**config.mk**
```make
export PLATFORM = sky130hd
export DESIGN_NAME = apb_master_arb
export DESIGN_NICKNAME = d
export VERILOG_FILES = /design/src/rtl/apb_pkg.sv /design/src/rtl/apb_rr_arb2.sv /design/src/rtl/apb_master_arb.sv
export SDC_FILE = /design/constraint.sdc
export NUM_CORES = 1
export LEC_CHECK = 0
export ABC_AREA = 0
export CAP_MARGIN = 30
export CORE_MARGIN = 2
export CORE_UTILIZATION = 31
export DETAILED_ROUTE_END_ITERATION = 12
export PLACE_DENSITY = 0.67
export SYNTH_ARGS = -nofsm -noshare
export SYNTH_HDL_FRONTEND = slang
export SYNTH_HIERARCHICAL = 1
export SYNTH_SLANG_ARGS = --single-unit
```
**constraint.sdc**
```tcl
create_clock -name PCLK -period 2.5 [get_ports PCLK]
set_input_delay 0.5 -clock PCLK [delete_from_list [all_inputs] [get_ports PCLK]]
set_output_delay 0.5 -clock PCLK [all_outputs]
set_load 0.02 [all_outputs]
```
**src/rtl/apb_pkg.sv**
```systemverilog
// Shared definitions for the two-requester APB master: state encoding and parameter defaults.
package apb_pkg;

   localparam int unsigned DW_DEF      = 32;
   localparam int unsigned AW_DEF      = 32;
   localparam int unsigned TIMEOUT_DEF = 16;

   typedef enum logic [1:0] {
      ST_IDLE   = 2'd0,
      ST_SETUP  = 2'd1,
      ST_ACCESS = 2'd2
   } apb_state_e;

endpackage : apb_pkg

```
**src/rtl/apb_rr_arb2.sv**
```systemverilog
// Two-way round-robin arbiter: on a tie the requester not granted last wins.
module apb_rr_arb2 (
   input  logic       clk,
   input  logic       rst_n,
   input  logic [1:0] valid,
   input  logic       advance,
   output logic [1:0] grant_c,
   output logic       id_c
);

   logic last_q;

   always_comb begin
      id_c    = 1'b0;
      grant_c = 2'b00;
      if (valid == 2'b11) begin
         id_c = ~last_q;
      end else begin
         id_c = valid[1];
      end
      if (|valid) begin
         grant_c = id_c ? 2'b10 : 2'b01;
      end
   end

   // Reset to 1 so requester 0 wins the first tie.
   always_ff @(posedge clk or negedge rst_n) begin
      if (!rst_n) begin
         last_q <= 1'b1;
      end else if (advance && (|valid)) begin
         last_q <= id_c;
      end
   end

endmodule : apb_rr_arb2

```
**src/rtl/apb_master_arb.sv**
```systemverilog
// APB master shared by two requesters: round-robin grant, SETUP/ACCESS sequencing, watchdog.
module apb_master_arb
   import apb_pkg::*;
#(
   parameter int unsigned DW      = DW_DEF,
   parameter int unsigned AW      = AW_DEF,
   parameter int unsigned TIMEOUT = TIMEOUT_DEF
) (
   input  logic          PCLK,
   input  logic          PRESETn,
   input  logic          req0_valid,
   input  logic          req0_write,
   input  logic [AW-1:0] req0_addr,
   input  logic [DW-1:0] req0_wdata,
   output logic          req0_ready,
   input  logic          req1_valid,
   input  logic          req1_write,
   input  logic [AW-1:0] req1_addr,
   input  logic [DW-1:0] req1_wdata,
   output logic          req1_ready,
   output logic          rsp_valid,
   output logic          rsp_id,
   output logic [DW-1:0] rsp_rdata,
   output logic          rsp_err,
   output logic          PSELx,
   output logic          PENABLE,
   output logic          PWRITE,
   output logic [AW-1:0] PADDR,
   output logic [DW-1:0] PWDATA,
   input  logic [DW-1:0] PRDATA,
   input  logic          PREADY,
   input  logic          PSLVERR
);

   localparam int unsigned CW = (TIMEOUT > 2) ? $clog2(TIMEOUT) : 1;

   apb_state_e    state_q, state_d;
   logic          psel_q, psel_d;
   logic          penable_q, penable_d;
   logic [CW-1:0] cnt_q, cnt_d;
   logic          write_q;
   logic [AW-1:0] addr_q;
   logic [DW-1:0] wdata_q;
   logic          id_q;
   logic          rsp_valid_q;
   logic          rsp_id_q;
   logic [DW-1:0] rsp_rdata_q;
   logic          rsp_err_q;

   logic [1:0]    valid;
   logic [1:0]    gnt;
   logic          gnt_id;
   logic          accept;
   logic          done;
   logic          timeout_hit;

   assign valid = {req1_valid, req0_valid};

   apb_rr_arb2 u_arb (
      .clk     (PCLK),
      .rst_n   (PRESETn),
      .valid   (valid),
      .advance (accept),
      .grant_c (gnt),
      .id_c    (gnt_id)
   );

   // Next-state, next APB control and watchdog counter.
   always_comb begin
      state_d     = state_q;
      psel_d      = 1'b0;
      penable_d   = 1'b0;
      cnt_d       = cnt_q;
      accept      = 1'b0;
      done        = 1'b0;
      timeout_hit = 1'b0;
      case (state_q)
         ST_IDLE: begin
            if (|valid) begin
               accept  = 1'b1;
               psel_d  = 1'b1;
               cnt_d   = '0;
               state_d = ST_SETUP;
            end
         end
         ST_SETUP: begin
            psel_d    = 1'b1;
            penable_d = 1'b1;
            state_d   = ST_ACCESS;
         end
         ST_ACCESS: begin
            timeout_hit = !PREADY && (cnt_q == CW'(TIMEOUT - 1));
            if (PREADY || timeout_hit) begin
               done = 1'b1;
               // Back-to-back: a waiting request skips IDLE and goes straight to SETUP.
               if (|valid) begin
                  accept  = 1'b1;
                  psel_d  = 1'b1;
                  cnt_d   = '0;
                  state_d = ST_SETUP;
               end else begin
                  state_d = ST_IDLE;
               end
            end else begin
               psel_d    = 1'b1;
               penable_d = 1'b1;
               cnt_d     = cnt_q + CW'(1);
            end
         end
         default: begin
            state_d = ST_IDLE;
         end
      endcase
   end

   always_ff @(posedge PCLK or negedge PRESETn) begin
      if (!PRESETn) begin
         state_q <= ST_IDLE;
      end else begin
         state_q <= state_d;
      end
   end

   // Registered APB outputs, request latch and response capture.
   always_ff @(posedge PCLK or negedge PRESETn) begin
      if (!PRESETn) begin
         psel_q      <= 1'b0;
         penable_q   <= 1'b0;
         cnt_q       <= '0;
         write_q     <= 1'b0;
         addr_q      <= '0;
         wdata_q     <= '0;
         id_q        <= 1'b0;
         rsp_valid_q <= 1'b0;
         rsp_id_q    <= 1'b0;
         rsp_rdata_q <= '0;
         rsp_err_q   <= 1'b0;
      end else begin
         psel_q      <= psel_d;
         penable_q   <= penable_d;
         cnt_q       <= cnt_d;
         rsp_valid_q <= done;
         if (accept) begin
            write_q <= gnt_id ? req1_write : req0_write;
            addr_q  <= gnt_id ? req1_addr  : req0_addr;
            wdata_q <= gnt_id ? req1_wdata : req0_wdata;
            id_q    <= gnt_id;
         end
         if (done) begin
            rsp_id_q    <= id_q;
            rsp_err_q   <= timeout_hit | PSLVERR;
            rsp_rdata_q <= (timeout_hit || write_q) ? '0 : PRDATA;
         end
      end
   end

   assign req0_ready = accept & gnt[0];
   assign req1_ready = accept & gnt[1];
   assign rsp_valid  = rsp_valid_q;
   assign rsp_id     = rsp_id_q;
   assign rsp_rdata  = rsp_rdata_q;
   assign rsp_err    = rsp_err_q;
   assign PSELx      = psel_q;
   assign PENABLE    = penable_q;
   assign PWRITE     = write_q;
   assign PADDR      = addr_q;
   assign PWDATA     = wdata_q;

endmodule : apb_master_arb

```
Yosys cells after proc, flatten, opt, wreduce, memory -nomap -nowiden

Index checks and enable logic that the tools add are counted.

Equality and inequality tests: 6
Mux-type cells: 24
Bitwise logic cells: 4
Reduce and logical (&&, ||, !) cells: 9
Add/sub/neg operators: 1

Operators with widths:

| kind                  | count |
|---|---|
| $mux W32              | 3 |
| $mux W1               | 10 |
| $mux W2               | 4 |
| $mux W4               | 2 |
| $pmux W4 S2           | 1 |
| $pmux W2 S3           | 1 |
| $add A4 B1 Y4 const B | 1 |
| $eq A2 B2 Y1 const B  | 2 |
| $eq A4 B4 Y1 const B  | 1 |
| $ne A2 B2 Y1 const B  | 2 |
| $pmux W1 S2           | 2 |
| $pmux W1 S3           | 1 |
| $and A1 B1 Y1         | 2 |
| $eq A2 B1 Y1 const B  | 1 |
| $logic_and A1 B1 Y1   | 2 |
| $logic_not A2 Y1      | 1 |
| $logic_or A1 B1 Y1    | 2 |
| $reduce_and A2 Y1     | 1 |
| $reduce_bool A2 Y1    | 1 |
| $reduce_or A2 Y1      | 1 |
| $logic_not A1 Y1      | 1 |
| $not A1 Y1            | 1 |
| $or A1 B1 Y1          | 1 |

Register bits after elaboration: 110
Word-level logic and storage cells: 57

Depth between registers and ports, before layout

Gate-level depths: netlist of run 1.

Word-level depth: 6
Depth in mapped cells: 8
Depth with buffers taken out: 7

Hierarchy

Netlist of run 1, hierarchy kept.

By module, submodules not included:

| module         | instances | seq. area each (sq um) | area an instance (sq um) | cells each |
|---|---|---|---|---|
| apb_master_arb | 1         | 2727.6                 | 4849.7                   | 421 |
| apb_rr_arb2    | 1         | 26.3                   | 63.8                     | 7 |

Least setup slack after synthesis of run 1

Ideal clock, no wire load.

Path type: register to output
From: reg cnt_q[0]
To: out req0_ready
Cell stages (with the launch flop): 7
Required time: 2.000 ns
Setup slack: 0.451 ns
Arrival: 1.549 ns
Cells stage by stage: dfrtp_1 > ha_1 > a311oi_2 > or2_4 > buf_6 > inv_1 > and2_1

Cells in the longest elaborated chain, start to end: 6

Ends and longest elaborated chain:

| element                | RTL line              | source |
|---|---|---|
| start, declared        | apb_master_arb.sv:40  | `logic [CW-1:0] cnt_q, cnt_d;` |
| start signal, assigned | apb_master_arb.sv:141 | `cnt_q <= cnt_d;` |
| $eq A4 B4 Y1           | apb_master_arb.sv:92  | `timeout_hit = !PREADY && (cnt_q == CW'(TIMEOUT - 1));` |
| $logic_and A1 B1 Y1    | apb_master_arb.sv:92  |  |
| $logic_or A1 B1 Y1     | apb_master_arb.sv:93  | `if (PREADY \|\| timeout_hit) begin` |
| $mux W1                | apb_master_arb.sv:93  |  |
| $pmux W1 S2            | apb_master_arb.sv:77  | `case (state_q)` |
| named net accept       | apb_master_arb.sv:53  | `logic accept;` |
| $and A1 B1 Y1          | apb_master_arb.sv:157 | `assign req0_ready = accept & gnt[0];` |
| end, declared          | apb_master_arb.sv:15  | `output logic req0_ready,` |

The timed path passes the listed nets, and every way through them passes these cells.

Worst setup path after layout of run 1

From: reg state_q[0]
To: out req0_ready

Cells in the longest elaborated chain, start to end: 3
Elaborated cells between the ends (all ways): 4
Classes of those cells: eq/ne: 1; mux: 1; bitwise: 1; reduce/logical: 1

Ends and longest elaborated chain:

| element                                          | RTL line              | source |
|---|---|---|
| start, declared                                  | apb_master_arb.sv:37  | `apb_state_e state_q, state_d;` |
| start signal, assigned                           | apb_master_arb.sv:120 | `state_q <= state_d;` |
| $eq A2 B2 Y1 or $logic_not A2 Y1 (tied branches) | apb_master_arb.sv:77  |  |
| $pmux W1 S2 (*)                                  | apb_master_arb.sv:77  |  |
| named net accept                                 | apb_master_arb.sv:53  |  |
| $and A1 B1 Y1 (*)                                | apb_master_arb.sv:157 |  |

Mark *: on every way through the listed nets, which the timed path passes. The rest lies on a longest branch.

==> Implementation_results.wiki, run 1 <==
{| class="wikitable"
! Metric !! Value
|-
| Overflow after GRT || 0
|-
| Total of warnings raised by yosys || 6
|-
| Violation count after the first detailed-routing iteration || 172
|-
| Worst setup slack before clock tree synthesis || -0.195 ns
|-
| Top cell type's share of synthesized area || 55.5%
|-
| Leakage Power || 3.42 nW
|-
| Final net count || 864
|-
| Number of buffers created by CTS || 9
|-
| Count of unique library cells instantiated by Yosys || 36
|-
| Max-slew violation count || 0
|-
| Post-CTS clock slew at the launch and capture registers of the worst setup and hold paths || 0.08 ns
|-
| Flop and latch count out of synthesis || 110
|-
| Die boundary height || 130 um
|-
| Most instantiated flip-flop cell in the synthesis netlist || sky130_fd_sc_hd__dfrtp_1
|-
| Maximum vdd ir drop || 0.931 mV
|-
| Total die area || 16900 sq um
|-
| Worst reg2reg setup slack || 0.37 ns
|-
| Initial cell density of the core || 31.3%
|-
| Layout fillers || 1401
|-
| Clk root buf || sky130_fd_sc_hd__clkbuf_16
|-
| Final weighted congestion in routability-driven placement || 0.807
|-
| Non-filler cells in the finished layout || 912
|-
| Aggregate global-route resource usage || 17.8%
|-
| Critical path data required time || 2.00 ns
|-
| Most common cell after layout, fill and taps aside || sky130_fd_sc_hd__clkdlybuf4s50_1
|-
| Number of flops mapped to enable cells by yosys || 0
|-
| Clock sinks || 110
|-
| Via count || 4419
|-
| Post-synthesis to final-layout area growth || 67.4%
|-
| Arrival time at the worst endpoint || 1.84 ns
|-
| Vias in the first global route || 4522
|-
| Post-detailed-placement half-perimeter wirelength || 11.2 mm
|-
| Total design power || 0.00943 W
|-
| Type of destination of the critical path || output port
|-
| Max Cap Viol || 0
|-
| Clk Latency, worst-skew pair || 0.35 ns
|-
| Rows || 46
|-
| Number of remaining DRC errors || 0
|-
| I/O pins || 272
|-
| Worst hold slack after final layout || 0.0761 ns
|-
| First-pass GRT wire length || 23.5 mm
|-
| Area contributors post-synth || sky130_fd_sc_hd__dfrtp_1, sky130_fd_sc_hd__mux2i_1, sky130_fd_sc_hd__o21ai_0
|-
| Worst Tran Pin Value || 0.665 ns
|-
| Element type at the critical path start || flip-flop
|-
| Buffers inserted by post-CTS timing repair || 0
|-
| Number of nets with antenna violations after detailed routing || 0
|-
| Syn Area/Cell || 11.5 sq um
|-
| 1st-pass router iterations || 4
|-
| Worst setup margin || 0.161 ns
|-
| Final Skew || 0.0104 ns
|-
| Post-synthesis instance total || 428
|-
| H-Tree Depth || 3
|-
| Final Hold Fails || 0
|-
| Power density normalized to cell area || 1150 nW/um^2
|-
| Finish-stage setup viols || 0
|-
| Type of the most critical hold path || primary input to asynchronous set/reset pin
|-
| Number of buffers inserted for hold repair after clock tree synthesis || 0
|-
| Proportion of synthesized flip-flops having asynchronous set or reset || 100%
|-
| Area of the mapped netlist || 4910 sq um
|-
| Share of post-route cells with drive strength above 1 || 7.04%
|-
| Die Span X || 130 um
|-
| Initial antenna violation count || 0
|-
| Peak Freq || 0.427 GHz
|-
| Avg WL per Cell || 16.7 um
|-
| Post-DR vias/cell || 4.85
|-
| Core Area || 15700 sq um
|-
| Final Cycle Share || 93.6%
|-
| Kind of critical path || flip-flop to output port
|-
| RSZ-0062 raised after global routing || false
|-
| Sequential share of the synthesized area || 56.0%
|-
| Commonest cells after routing, fill and taps aside || sky130_fd_sc_hd__clkdlybuf4s50_1, sky130_fd_sc_hd__dfrtp_1, sky130_fd_sc_hd__o21ai_0
|-
| Mapped Nets || 601
|-
| Relative slew margins || 55.7%
|-
| Antenna diodes || 0
|-
| Source of the worst register-to-register timing path || state_q[0]$_DFFE_PN0P_
|-
| Maximum clock path buffer count || 2
|-
| Time the worst path needs with I/O delays and setup || 2.34 ns
|-
| Top cell type by total area after synthesis || sky130_fd_sc_hd__dfrtp_1
|-
| Result of the run || finished, final reports clean
|-
| Port Buf Inserts || 271
|-
| Worst r2r dst || id_q$_DFFE_PN0P_
|-
| Pin count of the biggest net entering global routing || 71
|-
| Max FO, Critical Path || 3
|-
| Start point of the critical path || state_q[0]$_DFFE_PN0P_
|-
| Placed Instances || 896
|-
| Clock tree from TritonCTS || done
|-
| Aggregate routed wire length || 15.2 mm
|-
| Worst reg-to-reg path cell count || 6
|}
[synth_stat cells (2+ instances only)]
| library cell | number |
|---|---|
| sky130_fd_sc_hd__o211ai_1 | 2 |
| sky130_fd_sc_hd__nor2b_1 | 2 |
| sky130_fd_sc_hd__mux2i_1 | 65 |
| sky130_fd_sc_hd__nor2_1 | 2 |
| sky130_fd_sc_hd__clkbuf_1 | 12 |
| sky130_fd_sc_hd__o21ai_1 | 39 |
| sky130_fd_sc_hd__buf_6 | 4 |
| sky130_fd_sc_hd__inv_1 | 7 |
| sky130_fd_sc_hd__a21boi_0 | 2 |
| sky130_fd_sc_hd__mux2_2 | 2 |
| sky130_fd_sc_hd__o21ai_0 | 93 |
| sky130_fd_sc_hd__nand3_1 | 5 |
| sky130_fd_sc_hd__clkbuf_2 | 4 |
| sky130_fd_sc_hd__dfrtp_1 | 109 |
| sky130_fd_sc_hd__a21oi_1 | 6 |
| sky130_fd_sc_hd__ha_1 | 5 |
| sky130_fd_sc_hd__and2_1 | 3 |
| sky130_fd_sc_hd__buf_2 | 15 |
| sky130_fd_sc_hd__a22o_1 | 32 |
| sky130_fd_sc_hd__nand2_1 | 3 |
[cell type report]
class                      count  area, sq um  area share (%)
timing repair buffer         288         2870            34.8
sequential                   110         2750            33.5
multi-input combinational    275         1980            24.1
tap                          216          270            3.29
clock buffer                  10          239            2.91
clock inverter                 6         91.3            1.11
inverter                       7         26.3           0.319
[timing repair]
item                                   4_1_cts  5_1_grt
setup endpoints to repair                    2        2
resized for setup                            6        2
pin swaps                                    0        0
endpoints found under the hold margin        0        0
[state kept, by name, indices dropped and copies added, names as in the netlist]
name / cells
PADDR: 32
PENABLE: 1
PSELx: 1
PWDATA: 32
PWRITE: 1
cnt_q: 4
id_q: 1
rsp_err: 1
rsp_id: 1
rsp_rdata: 32
rsp_valid: 1
state_q: 2
u_arb/last_q: 1
[layer usage]
metal	wire [um]	track usage [%]
met2	7460	30.5
met3	1080	4.55
met1	6300	21.7
met5	0	0
met4	357	6.33
[worst max-delay path by stage]
stage	endpoint	slack, ns
after detailed placement	req0_ready	-0.20
after CTS	req0_ready	0.002
final	req0_ready	0.16
after floorplan	req0_ready	0.45
after global placement	req0_ready	-0.17
after global routing	req0_ready	0.07
[power breakdown]
group / leakage [nW] / internal (W) / total [W] / switching, W
Clock: 0.163 / 0.000914 / 0.00159 / 0.000678
Combinational: 1.88 / 0.00227 / 0.00483 / 0.00256
Sequential: 1.38 / 0.00259 / 0.00301 / 0.000419
[worst max-delay path, cell delays in order (launching register included)]
cell                       delay [ns]
sky130_fd_sc_hd__dfrtp_1         0.41
sky130_fd_sc_hd__inv_1           0.11
sky130_fd_sc_hd__ha_2            0.27
sky130_fd_sc_hd__o22ai_4         0.08
sky130_fd_sc_hd__or2_4           0.25
sky130_fd_sc_hd__inv_1           0.08
sky130_fd_sc_hd__and2_1          0.12
sky130_fd_sc_hd__clkbuf_2        0.17
[kinds of logic after synthesis]
family,synth area share (%)
DFF,56.0
muxes,14.0
AOI/OAI and AO/OA,22.3
and+or+nand+nor,1.96
buffers and inverters,4.46
adders and majority gates,1.27
[per-stage QoR]
step	area (sq um)	TNS, ns	util, %
CTS	8230	0	52.4
global placement	7900	-0.348	50.3
finish	8220	0	52.3
global route	8220	0	52.3
floorplan	4910	0	-
detailed placement	7900	-0.366	50.3
Note: power is estimated with default switching activity, not from simulation.
==> inputs of run 2 (changes only) <==
- CTS_CLUSTER_SIZE: not set -> 40
==> results of run 2 <==
Final layout, timing and power as in run 1 (identical DEF).
==> inputs of run 3 (changes only) <==
- CAP_MARGIN: 30 -> 20
- CTS_CLUSTER_SIZE: 40 -> not set
==> results of run 3 <==
Final layout, timing and power as in run 1 (identical DEF).
